===== src/rtl/prog_pkg.sv =====
// Shared constants and sequencer state type for the program counter,
// branch-target lookup and instruction memory.
package prog_pkg;

    localparam int unsigned PC_W         = 10;
    localparam int unsigned START_PC_DEF = 0;
    localparam int unsigned CNT_W        = 16;

    typedef enum logic [1:0] {
        ST_IDLE = 2'd0,
        ST_RUN  = 2'd1,
        ST_HALT = 2'd2
    } state_e;

endpackage


===== src/rtl/sat_cnt.sv =====
// Saturating up-counter with synchronous clear; holds at all-ones.
module sat_cnt #(
    parameter int unsigned CW = 16
) (
    input  logic          clk,
    input  logic          rst_n,
    input  logic          clear,
    input  logic          inc,
    output logic [CW-1:0] count
);

    logic [CW-1:0] cnt_q;
    logic [CW-1:0] cnt_d;

    always_comb begin
        cnt_d = cnt_q;
        if (clear) begin
            cnt_d = '0;
        end else if (inc && (cnt_q != '1)) begin
            cnt_d = cnt_q + CW'(1);
        end
    end

    always_ff @(posedge clk or negedge rst_n) begin
        if (!rst_n) begin
            cnt_q <= '0;
        end else begin
            cnt_q <= cnt_d;
        end
    end

    assign count = cnt_q;

endmodule


===== src/rtl/prog_ctr.sv =====
// Program counter and fetch sequencer: IDLE/RUN/HALT with Start/Done
// handshake, plus saturating retired-instruction and taken-branch counters.
module prog_ctr
    import prog_pkg::*;
#(
    parameter int unsigned D        = PC_W,
    parameter int unsigned START_PC = START_PC_DEF,
    parameter int unsigned CW       = CNT_W
) (
    input  logic          Clk,
    input  logic          Reset_n,
    input  logic          Start,
    input  logic          Stall,
    input  logic          Halt,
    input  logic          Branch,
    input  logic [D-1:0]  Target,
    output logic [D-1:0]  ProgCtr,
    output logic          Running,
    output logic          Done,
    output logic [CW-1:0] InstCnt,
    output logic [CW-1:0] BrCnt
);

    localparam logic [D-1:0] START_ADDR = D'(START_PC);

    state_e       state_q, state_d;
    logic [D-1:0] pc_q, pc_d;
    logic         cnt_clr;
    logic         inst_inc;
    logic         br_inc;

    always_ff @(posedge Clk or negedge Reset_n) begin
        if (!Reset_n) begin
            state_q <= ST_IDLE;
            pc_q    <= START_ADDR;
        end else begin
            state_q <= state_d;
            pc_q    <= pc_d;
        end
    end

    // Rule order in RUN: Stall, then Halt, then Branch, then sequential.
    always_comb begin
        state_d  = state_q;
        pc_d     = pc_q;
        cnt_clr  = 1'b0;
        inst_inc = 1'b0;
        br_inc   = 1'b0;
        unique case (state_q)
            ST_IDLE: begin
                pc_d = START_ADDR;
                if (Start) begin
                    state_d = ST_RUN;
                    cnt_clr = 1'b1;
                end
            end
            ST_RUN: begin
                if (!Stall) begin
                    inst_inc = 1'b1;
                    if (Halt) begin
                        state_d = ST_HALT;
                    end else if (Branch) begin
                        pc_d   = Target;
                        br_inc = 1'b1;
                    end else begin
                        pc_d = pc_q + D'(1);
                    end
                end
            end
            ST_HALT: begin
                if (Start) begin
                    state_d = ST_RUN;
                    pc_d    = START_ADDR;
                    cnt_clr = 1'b1;
                end
            end
            default: begin
                state_d = ST_IDLE;
                pc_d    = START_ADDR;
            end
        endcase
    end

    sat_cnt #(.CW(CW)) u_inst_cnt (
        .clk   (Clk),
        .rst_n (Reset_n),
        .clear (cnt_clr),
        .inc   (inst_inc),
        .count (InstCnt)
    );

    sat_cnt #(.CW(CW)) u_br_cnt (
        .clk   (Clk),
        .rst_n (Reset_n),
        .clear (cnt_clr),
        .inc   (br_inc),
        .count (BrCnt)
    );

    assign ProgCtr = pc_q;
    assign Running = (state_q == ST_RUN);
    assign Done    = (state_q == ST_HALT);

endmodule

===== config.mk =====
export PLATFORM = sky130hd
export DESIGN_NAME = prog_ctr
export DESIGN_NICKNAME = d
export VERILOG_FILES = /design/src/rtl/prog_pkg.sv /design/src/rtl/sat_cnt.sv /design/src/rtl/prog_ctr.sv
export SDC_FILE = /design/constraint.sdc
export NUM_CORES = 1
export LEC_CHECK = 0
export BUFFER_PORTS_ARGS = -buffer_cell sky130_fd_sc_hd__buf_2
export CAP_MARGIN = 20
export CORE_MARGIN = 3
export CORE_UTILIZATION = 30
export DETAILED_ROUTE_END_ITERATION = 7
export PLACE_DENSITY_LB_ADDON = 0.05
export SKIP_CTS_REPAIR_TIMING = 1
export SLEW_MARGIN = 20
export SYNTH_ARGS = -nofsm -noshare
export SYNTH_HDL_FRONTEND = slang
export SYNTH_SLANG_ARGS = --single-unit

===== constraint.sdc =====
create_clock -name Clk -period 5.1 [get_ports Clk]
set_clock_uncertainty 0.1 [all_clocks]
set_input_delay 0.51 -clock Clk [delete_from_list [all_inputs] [get_ports Clk]]
set_output_delay 0.51 -clock Clk [all_outputs]
set_load 0.005 [all_outputs]

Word-level counts from Yosys, hierarchy flattened --
Cells that the tools add are included.
Storage, ports and cells: output and inout port bits 44, flip-flop bits (word level) 44, input port bits 16
Cells by class: mux-type cells 21, add/sub/neg operators 3, eq/ne operators 9, reductions and logical operators 8
Operator list (number):
- $mux W16 | 4
- $mux W10 | 4
- $add A16 B1 Y16 const B | 2
- $ne A16 B16 Y1 const B | 2
- $pmux W10 S2 | 1
- $add A10 B1 Y10 const B | 1
- $mux W1 | 8
- $ne A2 B2 Y1 const B | 4
- $mux W2 | 3
- $reduce_and A3 Y1 | 2
- $pmux W2 S2 | 1
- $reduce_bool A2 Y1 | 2
- $eq A2 B1 Y1 const B | 1
- $eq A2 B2 Y1 const B | 1
- $logic_and A1 B1 Y1 | 2
- $logic_not A2 Y1 | 1
- $ne A2 B1 Y1 const B | 1
- $reduce_or A2 Y1 | 1

Logic depth before layout (Yosys ltp) --
Gate-level depths: netlist of run 1.
depth in word-level cells 7, mapped depth 6, depth with buffers taken out 5

Modules after synthesis --
A second synthesis of run 1 with hierarchy kept.
Second synthesis, totals: cell total of the unflattened synthesis 287, area, all modules 2655.0 um^2
By module, submodules not included:
- sat_cnt | seq. area each 400.4 um^2, cells each 98, instances 2, area an instance 942.2 um^2
- prog_ctr | seq. area each 300.3 um^2, cells each 91, instances 1, area an instance 770.7 um^2

Least setup slack after synthesis of run 1 --
Ideal clock, no wire load.
path kind input port to flip-flop, start input Branch, end register u_br_cnt.cnt_q[9], in the netlist u_br_cnt.count[9], path buffers 1, setup time 0.078 ns, data arrival time 1.769 ns, stages 5, slack 3.153 ns, cells stage by stage clkbuf_1 and4_1 nand2_4 or4_1 a21oi_1
Between the ends: longest elaborated chain between the ends 6
RTL lines:
- start, declared | line prog_ctr.sv:15 | input logic Branch,
- $mux W1 | line prog_ctr.sv:62 | end else if (Branch) begin
- $mux W1 | line prog_ctr.sv:60 | if (Halt) begin
- $mux W1 | line prog_ctr.sv:58 | if (!Stall) begin
- $mux W1 | line prog_ctr.sv:49 | unique case (state_q)
- $logic_and A1 B1 Y1 | line sat_cnt.sv:19 | end else if (inc && (cnt_q != '1)) begin
- $reduce_bool A2 Y1 (no line)
- end signal, assigned | line sat_cnt.sv:28 | cnt_q <= cnt_d;
- end, declared | line sat_cnt.sv:12 | logic [CW-1:0] cnt_q;
No other way between the ends. A chain may end at the register's enable or synchronous reset.

Final worst setup path of run 1 --
start register state_q[1], end register u_br_cnt.cnt_q[10], in the netlist u_br_cnt.count[10]
Between the ends: longest elaborated chain between the ends 4, elaborated cells on any way between the ends 9
RTL lines:
- start, declared | line prog_ctr.sv:26 | state_e state_q, state_d;
- start signal, assigned | line prog_ctr.sv:37 | state_q <= state_d;
- $eq A2 B2 Y1, or another cell as far along | line prog_ctr.sv:49
- $reduce_or A2 Y1 (no line) / $mux W1 (equally long branches)
- $mux W1 / $logic_and A1 B1 Y1 (equally long branches)
- $mux W16 / $reduce_bool A2 Y1 (equally long branches)
Several ways; a longest one is shown, not always the timed one.

==> impl_metrics.py, run 1 <==
metrics = {
    "timing": {
        "maxSlewViolCount": 0,
        "min_period_ns": 2.22,
        "finalCritPeriodShare_pct": 43.4,
        "tightest_slew_ns": 0.901,
        "fmax_mhz": 451,
        "setup_violations": 0,
        "setup_tns_ns": 0,
        "rsz0062_at_grt": "false",
        "finalHoldViolations": 0,
        "maxSlewHeadroom_pct": 39.9,
        "setup_ws_ns": 2.88,
    },
    "floorplan": {
        "start_util_pct": 31.5,
        "dieArea_mm2": 0.00996,
        "boundaryPins": 60,
        "fp.dieH_um": 99.8,
        "die_x_um": 99.8,
        "placementRows": 33,
        "core_area_mm2": 0.00838,
    },
    "clocking": {
        "clockRootBuffer": "clkbuf_8",
        "clkLatencyLatePin_ns": 0.30,
        "cts_tree": "yes",
        "clk_pin_slew_worst_paths_ns": 0.09,
        "cts.sinks": 44,
        "tritoncts.num_buffers": 5,
        "htree_num_levels": 2,
        "ctsLongestPathBuffers": 2,
    },
    "critical_path": {
        "cp_data_required_time_ns": 5.22,
        "start_kind": "flip-flop",
        "worstPathMaxFanout": 15,
        "arrival_ns": 2.33,
        "end_kind": "flip-flop",
        "criticalPathCategory": "reg2reg",
    },
    "global_routing": {
        "antenna_found_initial": 0,
        "grt_remaining_overflow": 0,
        "grt_pass1_vias": 2237,
        "grt_pass1_wl_mm": 11.9,
        "grt.total_usage_pct": 14.7,
        "grt_start_max_net_pins": 45,
    },
    "synthesis": {
        "async_reset_ff_share_pct": 100,
        "synth_edf_count": 0,
        "syn_nets": 300,
        "synthesis.area_mm2": 0.00264,
        "seq_area_frac_synth_pct": 41.7,
        "synthCells": 281,
        "avgSynthCellArea_um2": 9.39,
        "ys_ff_latch": 44,
        "synth_cell_type_count": 59,
        "synth_warnings": 0,
        "ys.flop_type": "dfrtp_1",
    },
    "placement": {
        "port_buffers": 59,
        "post-place-ws_ns": 2.71,
        "post-dp-hpwl_mm": 5.18,
        "gp_congestion": 0.823,
    },
    "detailed_routing": {
        "routedWlPerCell_um": 16.6,
        "drc": 0,
        "drt_iter0_markers": 89,
        "firstDrtPassIters": 4,
        "ant_nets": 0,
        "routed-via-count": 2527,
        "vias_per_cell": 5.72,
        "finalWirelength_mm": 7.34,
    },
    "status": {
        "status": "finished, final reports clean",
    },
    "cells_and_area": {
        "area_delta_synth_final_pct": 19.1,
        "drive_gt1_share_pct": 24.0,
        "final_nets": 355,
        "antenna_cells": 0,
    },
    "min_path": {
        "hp-class": "in2async",
    },
    "power": {
        "clkPwrFrac_pct": 29.5,
        "p_sw_share_pct": 33.6,
        "p_int_mw": 0.613,
        "power.density_mw_per_mm2": 293,
        "power_frac_comb_pct": 24.0,
        "sequentialPowerShare_pct": 46.5,
        "ir_worst_vdd_mv": 0.117,
        "power.switching_mw": 0.309,
        "power.static_leakage_nw": 1.43,
    },
    "run": {
        "drv_cap": 0,
    },
}
cells in the mapped netlist (5+ instances only):
master | number | area [µm²]
nor3_1 | 8 | 40.0
and4_1 | 7 | 61.3
inv_1 | 7 | 26.3
o31ai_1 | 15 | 113
o21ai_0 | 13 | 65.1
a31oi_1 | 5 | 31.3
mux2i_1 | 6 | 60.1
dfrtp_1 | 44 | 1100
or4_1 | 12 | 90.1
a21oi_1 | 21 | 105
clkbuf_1 | 9 | 33.8
nand3_1 | 15 | 75.1
o211ai_1 | 5 | 37.5
nand2_1 | 24 | 90.1
nor2_1 | 11 | 41.3
nand4_1 | 8 | 50.1
power groups by stage:
stage / Clock (mW) / Sequential [mW] / Combinational (mW)
floorplan: 0 / 0.428 / 0.142
global placement: 0 / 0.436 / 0.226
detailed placement: 0 / 0.435 / 0.228
CTS: 0.284 / 0.429 / 0.228
finish: 0.272 / 0.429 / 0.221
global route: 0.297 / 0.437 / 0.251
cell usage in the layout (no fill, tap or decap), types with 2 or more instances in the layout:
master / instances
o211ai_1: 5
clkbuf_8: 5
and4_1: 7
nor3b_1: 2
or4_1: 12
a211o_1: 2
a21oi_1: 21
and3_1: 4
a211oi_1: 3
buf_2: 59
ha_1: 3
inv_1: 7
o21ai_0: 13
buf_4: 3
nand2b_1: 3
nand3_1: 15
a311oi_1: 2
dfrtp_1: 44
nor4_1: 4
nand4_1: 8
a22o_1: 2
a41o_1: 3
a31oi_1: 5
o31ai_1: 15
o21bai_1: 4
and2b_1: 2
o21ai_1: 3
nand4_2: 2
nor3_1: 8
mux2i_1: 6
nor2_1: 11
nand2_1: 24
cell families after synthesis:
group | after synthesis | synth area share (%)
flip-flops | 44 | 41.7
AND/OR/NAND/NOR | 115 | 27.2
buffers and inverters | 21 | 3.13
adder cells (fa/ha/maj) | 3 | 1.42
multiplexers | 6 | 2.28
AO/OA/AOI/OAI | 91 | 23.9
XOR/XNOR | 1 | 0.332
state kept, by name (all words and copies together) (netlist names):
| name | cells |
|---|---|
| u_br_cnt.count | 16 |
| ProgCtr | 10 |
| state_q | 2 |
| u_inst_cnt.count | 16 |
cell type report:
class,instances,area (µm²)
Multi-Input combinational cell,216,1460
Clock buffer,5,68.8
Timing Repair Buffer,62,318
Sequential cell,44,1100
Fill cell,883,5240
Clock inverter,3,42.5
Inverter,7,26.3
Tap cell,105,131
worst max-delay path: stages (launching register included):
cell and delay [ns]:
dfrtp_1 0.47, or4b_1 0.86, nor4_4 0.38, a31oi_1 0.14, a211oi_2 0.20
layer usage:
layer  vias to the layer above  track usage, %  routed length [µm]
met4                         0            4.10                  60
li1                       1222               -                   -
met3                         5            2.36                 396
met1                      1231            21.3                3540
met5                         -               0                   0
met2                        69            22.6                3350
final timing paths:
path,to,cells after the start,startpoint,slack (ns)
hold / removal,u_inst_cnt.count[12]$_DFFE_PN0P_,2,Reset_n,0.18
hold reg to reg,u_inst_cnt.count[3]$_DFFE_PN0P_,1,u_inst_cnt.count[3]$_DFFE_PN0P_,0.43
max in group asynchronous,u_inst_cnt.count[7]$_DFFE_PN0P_,2,Reset_n,4.29
setup / recovery,u_br_cnt.count[10]$_DFFE_PN0P_,4,state_q[1]$_DFFE_PN0P_,2.88
min in group Clk,ProgCtr[9]$_DFFE_PN0P_,3,Target[9],0.38
setup reg to reg,u_br_cnt.count[10]$_DFFE_PN0P_,4,state_q[1]$_DFFE_PN0P_,2.88
stage by stage:
stage	cell area (µm²)	utilization [%]	std cells	hold slack [ns]	power, mW
after CTS	3140	37.5	442	0.225	0.940
after detailed placement	3030	36.2	434	0.418	0.663
after global routing	3140	37.5	442	0.256	0.984
final	3140	37.5	442	0.181	0.922
after floorplan	2640	-	281	0.114	0.570
after global placement	3030	36.2	434	0.412	0.662
No activity file was read; power rests on OpenSTA's default activity.
==> run 2, diff against run 1 <==
clock period = 2.3 ns   (was 5.1 ns; I/O delays follow)
==> run 2 against run 1 <==
Compared with the run above: sequential share of layout area decreased by 0.88 points; critical endpoint is now u_inst_cnt.count[10]$_DFFE_PN0P_; final cell count increased by 2.3%; count of clock-buffer cells in the layout increased by 3; via count decreased by 0.87%; largest power group unchanged; highest routed layer unchanged; critical path depth increased by 1; combinational power increased by 140%; cell area increased by 2.6%; utilization increased by 0.97 points; critical path type unchanged; register-to-register slack got worse by 2.7 ns; routed wire length decreased by 0.23%.
==> impl_metrics.py, run 2 (synthesis gave the netlist of run 1 again) <==
metrics = {
    "timing": {
        "setup_violations": 0,
        "tightest_slew_ns": 0.798,
        "min_period_ns": 2.09,
        "rsz0062_at_grt": "false",
        "finalCritPeriodShare_pct": 91.0,
        "holdWs_ns": 0.130,
        "setup_tns_ns": 0,
        "maxSlewViolCount": 0,
        "finalHoldViolations": 0,
        "maxSlewHeadroom_pct": 46.7,
        "fmax_mhz": 478,
    },
    "placement": {
        "place_area_mm2": 0.00312,
        "dp_cells": 443,
        "gp_congestion": 0.767,
        "port_buffers": 59,
        "post-dp-hpwl_mm": 5.38,
    },
    "detailed_routing": {
        "vias_per_cell": 5.54,
        "routedWlPerCell_um": 16.2,
        "routed-via-count": 2505,
        "finalWirelength_mm": 7.32,
        "firstDrtPassIters": 4,
        "drc": 0,
        "drt_iter0_markers": 105,
        "ant_nets": 0,
    },
    "global_routing": {
        "antenna_found_initial": 0,
        "grt_pass1_vias": 2246,
        "grt_pass1_wl_mm": 11.8,
        "grt_remaining_overflow": 0,
        "grt.total_usage_pct": 14.7,
        "grt_start_max_net_pins": 26,
    },
    "clocking": {
        "cts.sinks": 44,
        "htree_num_levels": 2,
        "cts_tree": "yes",
        "tritoncts.num_buffers": 5,
        "ctsLongestPathBuffers": 2,
        "clockRootBuffer": "clkbuf_8",
        "clkLatencyLatePin_ns": 0.29,
        "clk_pin_slew_worst_paths_ns": 0.09,
    },
    "power": {
        "power.density_mw_per_mm2": 621,
        "ir_worst_vdd_mv": 0.280,
        "power_mw": 2.00,
        "power.static_leakage_nw": 1.48,
    },
    "cells_and_area": {
        "final_cell_mix": "buf_2 (59), dfrtp_1 (44), nand2_1 (24), a21oi_1 (21)",
        "area_delta_synth_final_pct": 22.2,
        "drive_gt1_share_pct": 25.4,
        "final_nets": 365,
        "final_common_cell": "buf_2",
        "design_area_mm2": 0.00322,
        "antenna_cells": 0,
        "fin_cells": 452,
    },
    "critical_path": {
        "worstPathMaxFanout": 12,
        "timing.rr.end": "u_inst_cnt.count[10]$_DFFE_PN0P_",
        "criticalPathCategory": "reg2reg",
        "arrival_ns": 2.21,
        "ff2ff_path_depth": 5,
        "cp_data_required_time_ns": 2.42,
        "r2r_start": "u_inst_cnt.count[0]$_DFFE_PN0P_",
        "regToRegSetupSlack_ns": 0.21,
        "start_kind": "flip-flop",
        "end_kind": "flip-flop",
    },
    "floorplan": {
        "boundaryPins": 60,
        "start_util_pct": 31.5,
        "die_x_um": 99.8,
        "placementRows": 33,
        "fp.dieH_um": 99.8,
        "core_area_mm2": 0.00838,
        "dieArea_mm2": 0.00996,
    },
    "min_path": {
        "min_from": "Target[4]",
        "min_to": "ProgCtr[4]$_DFFE_PN0P_",
        "min_path_cells": 3,
        "hp-class": "in2reg",
    },
    "status": {
        "status": "finished, final reports clean",
    },
    "run": {
        "drv_cap": 0,
    },
}
## run 2: changes by cell type in the layout (fill, tap and decap cells not counted)
cell / before / now
dlygate4sd3_1: 0 / 1
buf_12: 0 / 2
clkbuf_8: 5 / 6
clkinv_2: 1 / 0
clkbuf_1: 0 / 2
clkinvlp_4: 1 / 0
buf_4: 3 / 10
bufinv_16: 1 / 0
## run 2: power by group
group	internal (mW)	switching, mW
registers	0.842	0.106
clock network	0.246	0.271
logic	0.236	0.303
## run 2: layout make-up
cell class / count / area (µm²)
fillers: 866 / 5160
multi-input cells: 216 / 1460
flip-flops and latches: 44 / 1100
repair buffers: 72 / 420
well taps: 105 / 131
clock buffers: 8 / 90.1
inverters: 7 / 26.3
## run 2: through the flow
| stage | setup slack, ns | utilization (%) |
|---|---|---|
| floorplan | 0.425 | - |
| global placement | 0.259 | 37.3 |
| detailed placement | 0.198 | 37.3 |
| CTS | 0.183 | 38.3 |
| global route | 0.0282 | 38.5 |
| finish | 0.208 | 38.5 |
## run 2: metal layers
| layer | global-route usage (%) | routed length, µm |
|---|---|---|
| met4 | 2.94 | 33 |
| met3 | 2.85 | 392 |
| met1 | 21.2 | 3550 |
| met2 | 22.9 | 3350 |
| met5 | 0 | 0 |
## run 2: worst max path at each step
stage / slack (ns) / startpoint / cells past startpoint / to
6_report: 0.21 / u_inst_cnt.count[0]$_DFFE_PN0P_ / 5 / u_inst_cnt.count[10]$_DFFE_PN0P_
3_3_place_gp: 0.26 / u_inst_cnt.count[0]$_DFFE_PN0P_ / 5 / u_inst_cnt.count[12]$_DFFE_PN0P_
5_1_grt: 0.03 / u_inst_cnt.count[0]$_DFFE_PN0P_ / 5 / u_inst_cnt.count[10]$_DFFE_PN0P_
3_5_place_dp: 0.20 / u_inst_cnt.count[0]$_DFFE_PN0P_ / 5 / u_inst_cnt.count[12]$_DFFE_PN0P_
2_1_floorplan: 0.43 / state_q[1]$_DFFE_PN0P_ / 5 / u_br_cnt.count[10]$_DFFE_PN0P_
4_1_cts: 0.18 / u_inst_cnt.count[0]$_DFFE_PN0P_ / 5 / u_inst_cnt.count[10]$_DFFE_PN0P_
## run 2: worst max-delay path, cell delays in order (launching register included)
cell and delay, ns:
dfrtp_1 0.43, ha_1 0.21, nand3_1 0.12, or3_1 0.49
or4_1 0.52, a21oi_1 0.15
==> run 3, diff against run 2 <==
clock period = 1.9 ns   (was 2.3 ns; I/O delays follow)
==> run 3 against run 2 <==
Compared with the run above: clock power increased by 22%; total power increased by 33%; sequential share of layout area decreased by 3.5 points; sequential cell count unchanged; sequential power increased by 19%; critical endpoint unchanged; largest cell class unchanged.
==> impl_metrics.py, run 3 (synthesis gave the netlist of run 1 again) <==
metrics = {
    "critical_path": {
        "start_kind": "flip-flop",
        "end_kind": "flip-flop",
        "arrival_ns": 1.99,
        "cp_data_required_time_ns": 2.04,
        "cp_cell_sequence": "ha_4 > nand3_2 > or3_4 > or4_1 > a21oi_2",
        "crit_slowest_cell": "or4_1",
        "criticalPathCategory": "reg2reg",
        "worstPathMaxFanout": 7,
        "max_stage_delay_ns": 0.49,
    },
    "run": {
        "drv_cap": 0,
    },
    "floorplan": {
        "fp.dieH_um": 99.8,
        "dieArea_mm2": 0.00996,
        "placementRows": 33,
        "core_area_mm2": 0.00838,
        "start_util_pct": 31.5,
        "die_x_um": 99.8,
        "boundaryPins": 60,
    },
    "power": {
        "power.density_mw_per_mm2": 742,
        "power_mw": 2.67,
        "power.static_leakage_nw": 1.68,
        "ir_worst_vdd_mv": 0.359,
    },
    "clocking": {
        "htree_num_levels": 2,
        "tritoncts.num_buffers": 5,
        "clockRootBuffer": "clkbuf_8",
        "ctsLongestPathBuffers": 2,
        "cts.sinks": 44,
        "clk_pin_slew_worst_paths_ns": 0.09,
        "clkLatencyLatePin_ns": 0.30,
        "cts_tree": "yes",
    },
    "detailed_routing": {
        "drt_iter0_markers": 91,
        "routed-via-count": 2618,
        "vias_per_cell": 5.33,
        "drc": 0,
        "firstDrtPassIters": 5,
        "routedWlPerCell_um": 15.8,
        "ant_nets": 0,
        "finalWirelength_mm": 7.75,
    },
    "global_routing": {
        "grt_pass1_wl_mm": 12.7,
        "grt_start_max_net_pins": 45,
        "grt_pass1_vias": 2505,
        "antenna_found_initial": 0,
        "grt.total_usage_pct": 15.8,
        "grt_remaining_overflow": 0,
    },
    "timing": {
        "maxSlewViolCount": 0,
        "tightest_slew_ns": 0.454,
        "rsz0062_at_grt": "true",
        "setup_violations": 0,
        "finalHoldViolations": 0,
        "fmax_mhz": 541,
        "min_period_ns": 1.85,
        "maxSlewHeadroom_pct": 69.7,
        "setup_tns_ns": 0,
        "finalCritPeriodShare_pct": 97.4,
    },
    "cells_and_area": {
        "nFillCells": 854,
        "final_common_cell": "buf_2",
        "drive_gt1_share_pct": 36.5,
        "final_nets": 404,
        "antenna_cells": 0,
        "area_delta_synth_final_pct": 36.2,
        "final_cell_mix": "buf_2 (59), buf_4 (46), dfrtp_1 (43), nand2_1 (24), a21oi_1 (19)",
    },
    "placement": {
        "gp_congestion": 0.780,
        "post-dp-hpwl_mm": 5.77,
        "port_buffers": 59,
    },
    "min_path": {
        "hp-class": "in2reg",
    },
    "status": {
        "status": "finished, final reports clean",
    },
}
## run 3: cell count changes in the layout (fill, tap and decap cells not counted), moves of 2 or more
cell,before,now
buf_6,0,2
o21ai_1,3,6
a21oi_2,0,2
a311oi_1,2,0
buf_4,10,46
a21oi_1,21,19
a311oi_2,0,2
o21ai_0,13,10
## run 3: path summary, 6_finish.rpt
path	startpoint	endpoint	slack, ns	cells after the start
min in group asynchronous	Reset_n	u_inst_cnt.count[12]$_DFFE_PN0P_	0.29	3
max reg2reg	u_inst_cnt.count[0]$_DFFE_PN0P_	u_inst_cnt.count[10]$_DFFE_PN0P_	0.05	5
min reg2reg	u_br_cnt.count[13]$_DFFE_PN0P_	u_br_cnt.count[13]$_DFFE_PN0P_	0.45	1
min	Target[5]	ProgCtr[5]$_DFFE_PN0P_	0.07	3
max	u_inst_cnt.count[0]$_DFFE_PN0P_	u_inst_cnt.count[10]$_DFFE_PN0P_	0.05	5
max in group asynchronous	Reset_n	state_q[1]$_DFFE_PN0P_	1.16	3
## run 3: final cells by class
class | instances | area, µm² | area share [%]
multi-input combinational | 216 | 1530 | 42.5
sequential | 44 | 1100 | 30.7
clock buffer | 7 | 86.3 | 2.40
tap | 105 | 131 | 3.66
clock inverter | 1 | 7.51 | 0.209
inverter | 7 | 26.3 | 0.731
timing repair buffer | 111 | 713 | 19.8
## run 3: stage by stage
stage               util [%]  instances  worst slack (ns)  hold WS (ns)  cell area [µm²]
floorplan                  -        281            0.0254        -0.206             2640
global placement        40.1        476           -0.0470        0.0990             3360
detailed placement      40.1        476           -0.0901        0.0974             3360
CTS                     41.2        484           -0.0992        -0.233             3450
global route            42.9        491           -0.0484        0.0800             3590
finish                  42.9        491            0.0499        0.0729             3590
## run 3: worst max-delay path, delay by kind of cell, from the launching register on
kind / cells / cell delay, ns
DFF: 1 / 0.40
and+or+nand+nor: 3 / 0.98
adders and majority gates: 1 / 0.16
AOI/OAI and AO/OA: 1 / 0.14
## run 3: power breakdown
part           internal, mW  total (mW)  leakage [nW]  switching (mW)
clock network         0.296       0.632        0.0445           0.336
registers              1.02        1.13         0.605           0.105
logic                 0.459       0.909          1.04           0.450
total                  1.78        2.67          1.68           0.892
## run 3: per-layer routing
layer,global-route usage [%],wire (µm),part of all wire (%)
met5,0,0,0
met2,25.0,3600,46
met3,2.99,320,4.1
met1,22.6,3780,49
met4,3.47,52,0.67
